### config.mk
export PLATFORM = sky130hd
export DESIGN_NAME = br_predict_unit
export DESIGN_NICKNAME = d
export VERILOG_FILES = /design/src/rtl/br_predict_unit_pkg.sv /design/src/rtl/br_predict_unit_cond.sv /design/src/rtl/br_predict_unit.sv
export SDC_FILE = /design/constraint.sdc
export NUM_CORES = 1
export LEC_CHECK = 0
export ABC_AREA = 1
export BUFFER_PORTS_ARGS = -buffer_cell sky130_fd_sc_hd__buf_4
export CAP_MARGIN = 20
export CORE_MARGIN = 5
export CORE_UTILIZATION = 43
export CTS_BUF_LIST = sky130_fd_sc_hd__clkbuf_16
export DETAILED_ROUTE_END_ITERATION = 7
export GPL_TIMING_DRIVEN = 0
export SYNTH_ARGS = -nofsm -noshare
export SYNTH_HDL_FRONTEND = slang
export SYNTH_SLANG_ARGS = --single-unit
### constraint.sdc
create_clock -name clk -period 4.85 [get_ports clk]
set_clock_uncertainty 0.1 [all_clocks]
set_input_delay 0.97 -clock clk [delete_from_list [all_inputs] [get_ports clk]]
set_output_delay 0.97 -clock clk [all_outputs]
set_load 0.01 [all_outputs]
### src/rtl/br_predict_unit_pkg.sv
// Shared constants, types and helpers for the ID-stage branch resolver and its BHT.
package br_predict_unit_pkg;

  localparam logic [5:0] OpBeq    = 6'b000100;
  localparam logic [5:0] OpBne    = 6'b000101;
  localparam logic [5:0] OpBlez   = 6'b000110;
  localparam logic [5:0] OpBgtz   = 6'b000111;
  localparam logic [5:0] OpRegimm = 6'b000001;

  localparam logic [4:0] RtBltz = 5'b00000;
  localparam logic [4:0] RtBgez = 5'b00001;

  typedef logic [1:0] bht_ctr_t;

  // Weakly not-taken.
  localparam bht_ctr_t BhtReset = 2'b01;

  typedef enum logic [2:0] {
    BrNone,
    BrEq,
    BrNe,
    BrLez,
    BrGtz,
    BrLtz,
    BrGez
  } br_kind_t;

  function automatic bht_ctr_t bht_next(input bht_ctr_t ctr, input logic taken);
    bht_ctr_t nxt;
    nxt = ctr;
    if (taken && ctr != 2'b11) nxt = ctr + 2'd1;
    else if (!taken && ctr != 2'b00) nxt = ctr - 2'd1;
    return nxt;
  endfunction

endpackage

### src/rtl/br_predict_unit_cond.sv
// Combinational MIPS conditional-branch decoder and condition evaluator.
module br_cond
  import br_predict_unit_pkg::*;
#(
  parameter int WIDTH = 32
) (
  input  logic [31:0]      instr,
  input  logic [WIDTH-1:0] rdata1,
  input  logic [WIDTH-1:0] rdata2,
  output logic             is_br,
  output logic             cond
);

  br_kind_t   kind;
  logic [5:0] opcode;
  logic [4:0] rt;
  logic       a_neg;
  logic       a_zero;

  assign opcode = instr[31:26];
  assign rt     = instr[20:16];

  // Signed tests only need the sign bit and a zero detect, so no subtractor.
  assign a_neg  = rdata1[WIDTH-1];
  assign a_zero = (rdata1 == '0);

  // NOTE: every variable written in always_comb gets a default first, so no path leaves it unassigned and no latch is inferred.
  always_comb begin
    kind = BrNone;
    unique case (opcode)
      OpBeq:    kind = BrEq;
      OpBne:    kind = BrNe;
      OpBlez:   kind = BrLez;
      OpBgtz:   kind = BrGtz;
      OpRegimm: begin
        if (rt == RtBltz)      kind = BrLtz;
        else if (rt == RtBgez) kind = BrGez;
      end
      default:  kind = BrNone;
    endcase
  end

  always_comb begin
    cond = 1'b0;
    unique case (kind)
      BrEq:    cond = (rdata1 == rdata2);
      BrNe:    cond = (rdata1 != rdata2);
      BrLez:   cond = a_neg | a_zero;
      BrGtz:   cond = ~a_neg & ~a_zero;
      BrLtz:   cond = a_neg;
      BrGez:   cond = ~a_neg;
      default: cond = 1'b0;
    endcase
  end

  assign is_br = (kind != BrNone);

  logic unused_instr;
  assign unused_instr = ^{instr[25:21], instr[15:0]};

endmodule

### src/rtl/br_predict_unit.sv
// ID-stage branch resolver with a 2-bit saturating BHT read in IF, and branch/mispredict statistics.
module br_predict_unit
  import br_predict_unit_pkg::*;
#(
  parameter int WIDTH     = 32,
  parameter int PC_W      = 32,
  parameter int BHT_DEPTH = 64,
  parameter int CNT_W     = 32
) (
  input  logic             clk,
  input  logic             reset,
  input  logic [PC_W-1:0]  if_pc,
  output logic             if_pred_taken,
  input  logic             id_valid,
  input  logic             id_stall,
  input  logic [31:0]      id_instr,
  input  logic [PC_W-1:0]  id_pc,
  input  logic             id_pred_taken,
  input  logic [WIDTH-1:0] id_rdata1,
  input  logic [WIDTH-1:0] id_rdata2,
  output logic             br_taken,
  output logic             br_mispredict,
  output logic [CNT_W-1:0] br_cnt,
  output logic [CNT_W-1:0] miss_cnt
);

  localparam int IDX_W = $clog2(BHT_DEPTH);

  bht_ctr_t         bht_q [BHT_DEPTH];
  bht_ctr_t         bht_d [BHT_DEPTH];
  logic [CNT_W-1:0] br_cnt_q, br_cnt_d;
  logic [CNT_W-1:0] miss_cnt_q, miss_cnt_d;

  logic             is_br;
  logic             cond;
  logic             resolve;
  logic [IDX_W-1:0] rd_idx;
  logic [IDX_W-1:0] wr_idx;

  br_cond #(.WIDTH(WIDTH)) u_cond (
    .instr  (id_instr),
    .rdata1 (id_rdata1),
    .rdata2 (id_rdata2),
    .is_br  (is_br),
    .cond   (cond)
  );

  assign resolve       = id_valid & ~id_stall & is_br;
  assign br_taken      = resolve & cond;
  assign br_mispredict = resolve & (cond != id_pred_taken);

  // Word-aligned PCs: the two low bits carry no index information.
  assign rd_idx = if_pc[IDX_W+1:2];
  assign wr_idx = id_pc[IDX_W+1:2];

  // Read returns the registered value, so a same-index update shows up one cycle later.
  assign if_pred_taken = bht_q[rd_idx][1];

  always_comb begin
    bht_d = bht_q;
    if (resolve) bht_d[wr_idx] = bht_next(bht_q[wr_idx], cond);
  end

  always_comb begin
    br_cnt_d   = br_cnt_q;
    miss_cnt_d = miss_cnt_q;
    if (resolve && br_cnt_q != '1)         br_cnt_d   = br_cnt_q + 1'b1;
    if (br_mispredict && miss_cnt_q != '1) miss_cnt_d = miss_cnt_q + 1'b1;
  end

  // NOTE: sequential state uses non-blocking assignments so every flop samples pre-edge values regardless of block order.
  always_ff @(posedge clk or negedge reset) begin
    if (!reset) begin
      br_cnt_q   <= '0;
      miss_cnt_q <= '0;
    end else begin
      br_cnt_q   <= br_cnt_d;
      miss_cnt_q <= miss_cnt_d;
    end
  end

  // NOTE: the table must come out of reset as weakly not-taken, so it is built from resettable flops rather than a RAM macro.
  always_ff @(posedge clk or negedge reset) begin
    if (!reset) begin
      for (int i = 0; i < BHT_DEPTH; i++) bht_q[i] <= BhtReset;
    end else begin
      bht_q <= bht_d;
    end
  end

  assign br_cnt   = br_cnt_q;
  assign miss_cnt = miss_cnt_q;

  logic unused_pc;
  assign unused_pc = ^{if_pc[PC_W-1:IDX_W+2], if_pc[1:0], id_pc[PC_W-1:IDX_W+2], id_pc[1:0]};

endmodule

==> results of run 1 <==
## cell type report
| cell class | instances | area, um2 | share of cell area |
|---|---|---|---|
| Multi-Input combinational cell | 1354 | 6630 | 0.443 |
| Sequential cell | 192 | 4880 | 0.327 |
| Timing Repair Buffer | 158 | 1210 | 0.0811 |
| Inverter | 193 | 724 | 0.0484 |
| Tap cell | 390 | 488 | 0.0326 |
| Clock buffer | 19 | 475 | 0.0318 |
| Buffer | 54 | 467 | 0.0312 |
| Clock inverter | 13 | 82.6 | 0.00552 |
## final timing paths
| kind | end | slack [ps] | cells past startpoint |
|---|---|---|---|
| worst max-delay path | if_pred_taken | 300 | 10 |
| worst max register to register | bht_q[119]$_DFFE_PN0P_ | 2060 | 18 |
| worst min register to register | bht_q[106]$_DFFE_PN1P_ | 370 | 2 |
| min in group asynchronous | bht_q[3]$_DFFE_PN0P_ | 410 | 1 |
| worst min-delay path | bht_q[106]$_DFFE_PN1P_ | 370 | 2 |
| max in group asynchronous | br_cnt[23]$_DFFE_PN0P_ | 3230 | 2 |
## synthesized netlist by cell type, types with 9 or more instances
library cell	number	area share
nor2_1	190	0.056
nand4_1	52	0.026
nand3_2	70	0.055
a21oi_1	28	0.011
buf_2	16	0.0063
nor4_1	15	0.0074
buf_4	9	0.0053
xor2_1	47	0.032
nand2_1	709	0.21
buf_6	15	0.013
o21ai_0	39	0.015
nand3_1	35	0.014
dfrtp_1	128	0.25
nor3_1	48	0.019
dfstp_2	64	0.13
o21ai_1	26	0.010
inv_2	20	0.0059
inv_1	170	0.050
xnor2_1	38	0.026
## worst reg2reg max path: cells and delay by family, from the launching register on
family	cells	cell delay, ps
buf+inv	5	550
fa+ha+maj	1	200
simple gates	10	1040
flops	1	370
compound gates	2	400
## report_power, final
part           total [mW]  switching, mW  leakage (nW)  internal (mW)
sequential           1.71         0.0565          2.41           1.66
clock                1.40          0.680         0.280          0.717
combinational       0.536          0.327          4.42          0.209
total                3.65           1.06          7.11           2.58
## cell families (layout without fill, tap and decap cells)
logic type / Yosys count / count (layout) / synth area share
AO/OA/AOI/OAI: 120 / 120 / 0.0546
buffers and inverters: 247 / 437 / 0.0938
adder cells (fa/ha/maj): 4 / 4 / 0.00394
XOR/XNOR: 85 / 85 / 0.0586
AND/OR/NAND/NOR: 1145 / 1145 / 0.404
flip-flops: 192 / 192 / 0.385
## metal layers
metal  GRT usage  up-vias  wire length, um
met1       0.329     5832            17700
met2       0.419      437            19900
li1            -     6014                -
met3      0.0437       78             2790
met5           0        -                0
met4      0.0784        0             1080
## flip-flops by register name, summed over array words and instances (netlist names)
name,cells
br_cnt,32
bht_q,128
miss_cnt,32
## metrics by stage
stage                util  hold WS, ps
floorplan               -          347
detailed placement  0.490          356
finish              0.509          368
global placement    0.489          357
global route        0.509          384
CTS                 0.509          369
==> flow_metrics.env, run 1 <==
export IMPL_status="completed"
export IMPL_h_tree_depth=4
export IMPL_cap_violations=0
export IMPL_root_buffer="clkbuf_16"
export IMPL_postCtsHoldBufs=0
export IMPL_critPathCaptureType="output pin"
export IMPL_cts_setup_buffers=0
export IMPL_syn_num_nets=1962
export IMPL_critPathBufInv=4
export IMPL_dp_cells=2341
export IMPL_grt_pass1_vias=12163
export IMPL_peakVddDrop_uv=250
export IMPL_ys_seq_area_frac=0.385
export IMPL_ios=232
export IMPL_ys_flop_type="dfrtp_1"
export IMPL_synth_edf_count=0
export IMPL_power_mw=3.65
export IMPL_drive_gt1_frac=0.203
export IMPL_vias=12361
export IMPL_place_gp_congestion=0.981
export IMPL_area_growth_pct=17.8
export IMPL_synthCells=1793
export IMPL_track_usage=0.249
export IMPL_n_fill_cell=2944
export IMPL_crit_type="in -> out"
export IMPL_cp_arrival_ps=3480
export IMPL_finalCritPeriodShare=0.939
export IMPL_pre_cts_ws_ps=485
export IMPL_power_density_mw_per_mm2=244
export IMPL_slowest_stage="o311ai_0"
export IMPL_fin_crit_ps=4550
export IMPL_avgRoutedWirePerCell_um=17.5
export IMPL_layout_common_cells="709 x nand2_1, 190 x nor2_1, 172 x inv_1"
export IMPL_tritoncts="done"
export IMPL_critical_path_max_fanout=10
export IMPL_layout_commonest_cell="nand2_1"
export IMPL_drtPass1Iterations=5
export IMPL_numPortBuffers=157
export IMPL_worst_path_most_repeated_cell="nor2_1"
export IMPL_core_area_mm2=0.0294
export IMPL_drtIter0Drc=1021
export IMPL_grt_antenna_before_repair=0
export IMPL_die_h_um=182
export IMPL_ant_nets=0
export IMPL_async_flop_share=1.00
export IMPL_cts_resized=0
export IMPL_synth_ff_latch_count=192
export IMPL_die_w_um=182
export IMPL_fin_setup_tns_ps=0
export IMPL_clkLatencyLatePin_ps=450
export IMPL_cp_top_family="buffers and inverters"
export IMPL_ys_types=43
export IMPL_critPathRequiredTime_ps=3780
export IMPL_final_cell_area_mm2=0.0150
export IMPL_crit_path_max_incr_delay_ps=700
export IMPL_dp_hpwl_mm=29.7
export IMPL_cp_start_kind="primary input"
export IMPL_p_leak_nw=7.11
export IMPL_finalWorstSetupSlack_ps=295
export IMPL_tightest_slew_ps=789
export IMPL_clk_path_buf_depth=2
export IMPL_setup_violations=0
export IMPL_worstHoldStart="bht_q[106]$_DFFE_PN1P_"
export IMPL_vias_per_cell=5.21
export IMPL_clkTransAtPathRegs_ps=70
export IMPL_slew_viol_final=0
export IMPL_fmax_mhz=220
export IMPL_hold_path_class="reg -> reg"
export IMPL_grt_pass1_wl_mm=65.8
export IMPL_hold_viol_final=0
export IMPL_cts_sinks=192
export IMPL_synthesis_area_mm2=0.0127
export IMPL_place_area_mm2=0.0144
export IMPL_numCtsBuffers=17
export IMPL_synth_warning_count=0
export IMPL_nets=2139
export IMPL_syn_avg_cell_area_um2=7.08
export IMPL_finalNonFillerCells=2373
export IMPL_die_area_mm2=0.0331
export IMPL_reg2reg_from="bht_q[8]$_DFFE_PN1P_"
export IMPL_gr_total_overflow=0
export IMPL_grt_max_degree=113
export IMPL_max_slew_margin=0.467
export IMPL_path_cells="buf_2 > clkinv_1 > clkbuf_1 > nor2_1 > nor2_1 > o311ai_0 > nand2_1 > o211ai_1 > o31ai_1 > buf_4"
export IMPL_rows=63
export IMPL_rsz0062_at_grt="no"
export IMPL_start_util=0.432
export IMPL_crit_path_start="if_pc[2]"
export IMPL_drc=0
export IMPL_drt_wl_total_mm=41.4
export IMPL_antenna_cells=0
Note: power is estimated with default switching activity, not from simulation.
==> run 2, diff against run 1 <==
- RECOVER_POWER: not set -> 25
==> flow_metrics.env, run 2 (synthesis gave the netlist of run 1 again) <==
export IMPL_hold_path_class="reg -> reg"
export IMPL_critical_path_max_fanout=10
export IMPL_cts_sinks=192
export IMPL_die_area_mm2=0.0331
export IMPL_root_buffer="clkbuf_16"
export IMPL_finalCritPeriodShare=0.925
export IMPL_path_cells="buf_2 > clkinv_1 > clkbuf_1 > nor2_1 > nor2_1 > o311ai_0 > nand2_1 > o211ai_1 > o31ai_1 > buf_4"
export IMPL_top_register="bht_q"
export IMPL_peakVddDrop_uv=256
export IMPL_setup_violations=0
export IMPL_crit_path_max_incr_delay_ps=650
export IMPL_cts_setup_buffers=0
export IMPL_drt_wl_total_mm=41.5
export IMPL_failed_checks="capacitance limit, slew limit"
export IMPL_die_h_um=182
export IMPL_timing_hold_ws_ps=368
export IMPL_grt_max_degree=113
export IMPL_place_gp_congestion=0.981
export IMPL_vias_per_cell=5.23
export IMPL_drive_gt1_frac=0.203
export IMPL_slew_viol_final=195
export IMPL_layout_common_cells="709 x nand2_1, 190 x nor2_1, 172 x inv_1"
export IMPL_die_w_um=182
export IMPL_slowest_stage="o311ai_0"
export IMPL_cap_violations=2
export IMPL_power_density_mw_per_mm2=244
export IMPL_track_usage=0.249
export IMPL_worst_path_stages=10
export IMPL_rows=63
export IMPL_drtPass1Iterations=6
export IMPL_cp_start_kind="primary input"
export IMPL_hold_viol_final=0
export IMPL_numCtsBuffers=17
export IMPL_fin_crit_ps=4490
export IMPL_cp_top_family="buffers and inverters"
export IMPL_p_leak_nw=7.10
export IMPL_h_tree_depth=4
export IMPL_n_fill_cell=2947
export IMPL_min_path_cells=2
export IMPL_worst_path_most_repeated_cell="nor2_1"
export IMPL_drtIter0Drc=1068
export IMPL_post_route_util=0.508
export IMPL_antenna_cells=0
export IMPL_gr_total_overflow=0
export IMPL_status="complete, but fails checks"
export IMPL_tritoncts="done"
export IMPL_ios=232
export IMPL_reg2reg_depth=16
export IMPL_critPathBufInv=4
export IMPL_place_area_mm2=0.0144
export IMPL_ant_nets=0
export IMPL_start_util=0.432
export IMPL_fin_setup_tns_ps=0
export IMPL_critPathCaptureType="output pin"
export IMPL_max_slew_margin=-0.364
export IMPL_avgRoutedWirePerCell_um=17.5
export IMPL_drc=0
export IMPL_grt_pass1_wl_mm=65.8
export IMPL_final_cell_area_mm2=0.0149
export IMPL_numPortBuffers=157
export IMPL_grt_pass1_vias=12163
export IMPL_crit_type="in -> out"
export IMPL_rsz0062_at_grt="no"
export IMPL_clkTransAtPathRegs_ps=70
export IMPL_nets=2139
export IMPL_vias=12401
export IMPL_grt_antenna_before_repair=0
export IMPL_dp_hpwl_mm=29.7
export IMPL_layout_commonest_cell="nand2_1"
export IMPL_clkLatencyLatePin_ps=460
export IMPL_clk_path_buf_depth=2
export IMPL_postCtsHoldBufs=0
export IMPL_cts_resized=0
export IMPL_cp_arrival_ps=3420
export IMPL_core_area_mm2=0.0294
export IMPL_tightest_slew_ps=2050
export IMPL_critPathRequiredTime_ps=3780
export IMPL_largest_reg_flops=128
export IMPL_fmax_mhz=223
export IMPL_area_growth_pct=17.6
==> run 2: changes by cell type in the layout (fill, tap and decap cells not counted), sizes merged <==
cell | previous run | this run
buf | 204 | 202
clkbuf | 27 | 29
==> run 2: final timing paths <==
path	from	slack, ps	end
max	if_pc[2]	360	if_pred_taken
min	bht_q[106]$_DFFE_PN1P_	370	bht_q[106]$_DFFE_PN1P_
min in group asynchronous	reset	990	bht_q[7]$_DFFE_PN0P_
max reg2reg	bht_q[0]$_DFFE_PN1P_	2130	bht_q[119]$_DFFE_PN0P_
min reg2reg	bht_q[106]$_DFFE_PN1P_	370	bht_q[106]$_DFFE_PN1P_
max in group asynchronous	reset	1040	br_cnt[23]$_DFFE_PN0P_
==> run 2: area by class of cell <==
cell class / instances / area, um2 / share of cell area
clock inverters: 13 / 82.6 / 0.00553
multi-input cells: 1354 / 6630 / 0.444
plain buffers: 54 / 467 / 0.0313
repair buffers: 158 / 1180 / 0.0793
inverters: 193 / 724 / 0.0485
well taps: 390 / 488 / 0.0327
clock buffers: 19 / 475 / 0.0318
flip-flops and latches: 192 / 4880 / 0.327
==> run 2: report_power, final <==
group | switching, mW | internal, mW
registers | 0.0567 | 1.66
logic | 0.327 | 0.206
clock network | 0.680 | 0.717
==> run 2: metal layers <==
metal	vias to the layer above	track usage	share of wire	routed length (um)
li1	6018	-	-	-
met1	5854	0.329	0.43	17800
met2	457	0.419	0.48	20000
met3	72	0.0437	0.066	2740
met4	0	0.0784	0.025	1030
met5	-	0	0	0
==> run 2: metrics by stage <==
step | instances | worst slack [ps] | power [mW]
finish | 2373 | 363 | 3.64
CTS | 2373 | 480 | 3.67
global placement | 2340 | 510 | 2.27
global route | 2373 | 312 | 3.79
floorplan | 1793 | 1440 | 1.99
detailed placement | 2341 | 485 | 2.28
==> run 2: worst register-to-register path, delay by kind of cell, from the launching register on <==
| family | cells | cell delay (ps) |
|---|---|---|
| compound gates | 2 | 440 |
| fa+ha+maj | 1 | 200 |
| buf+inv | 4 | 490 |
| flops | 1 | 380 |
| simple gates | 9 | 1000 |
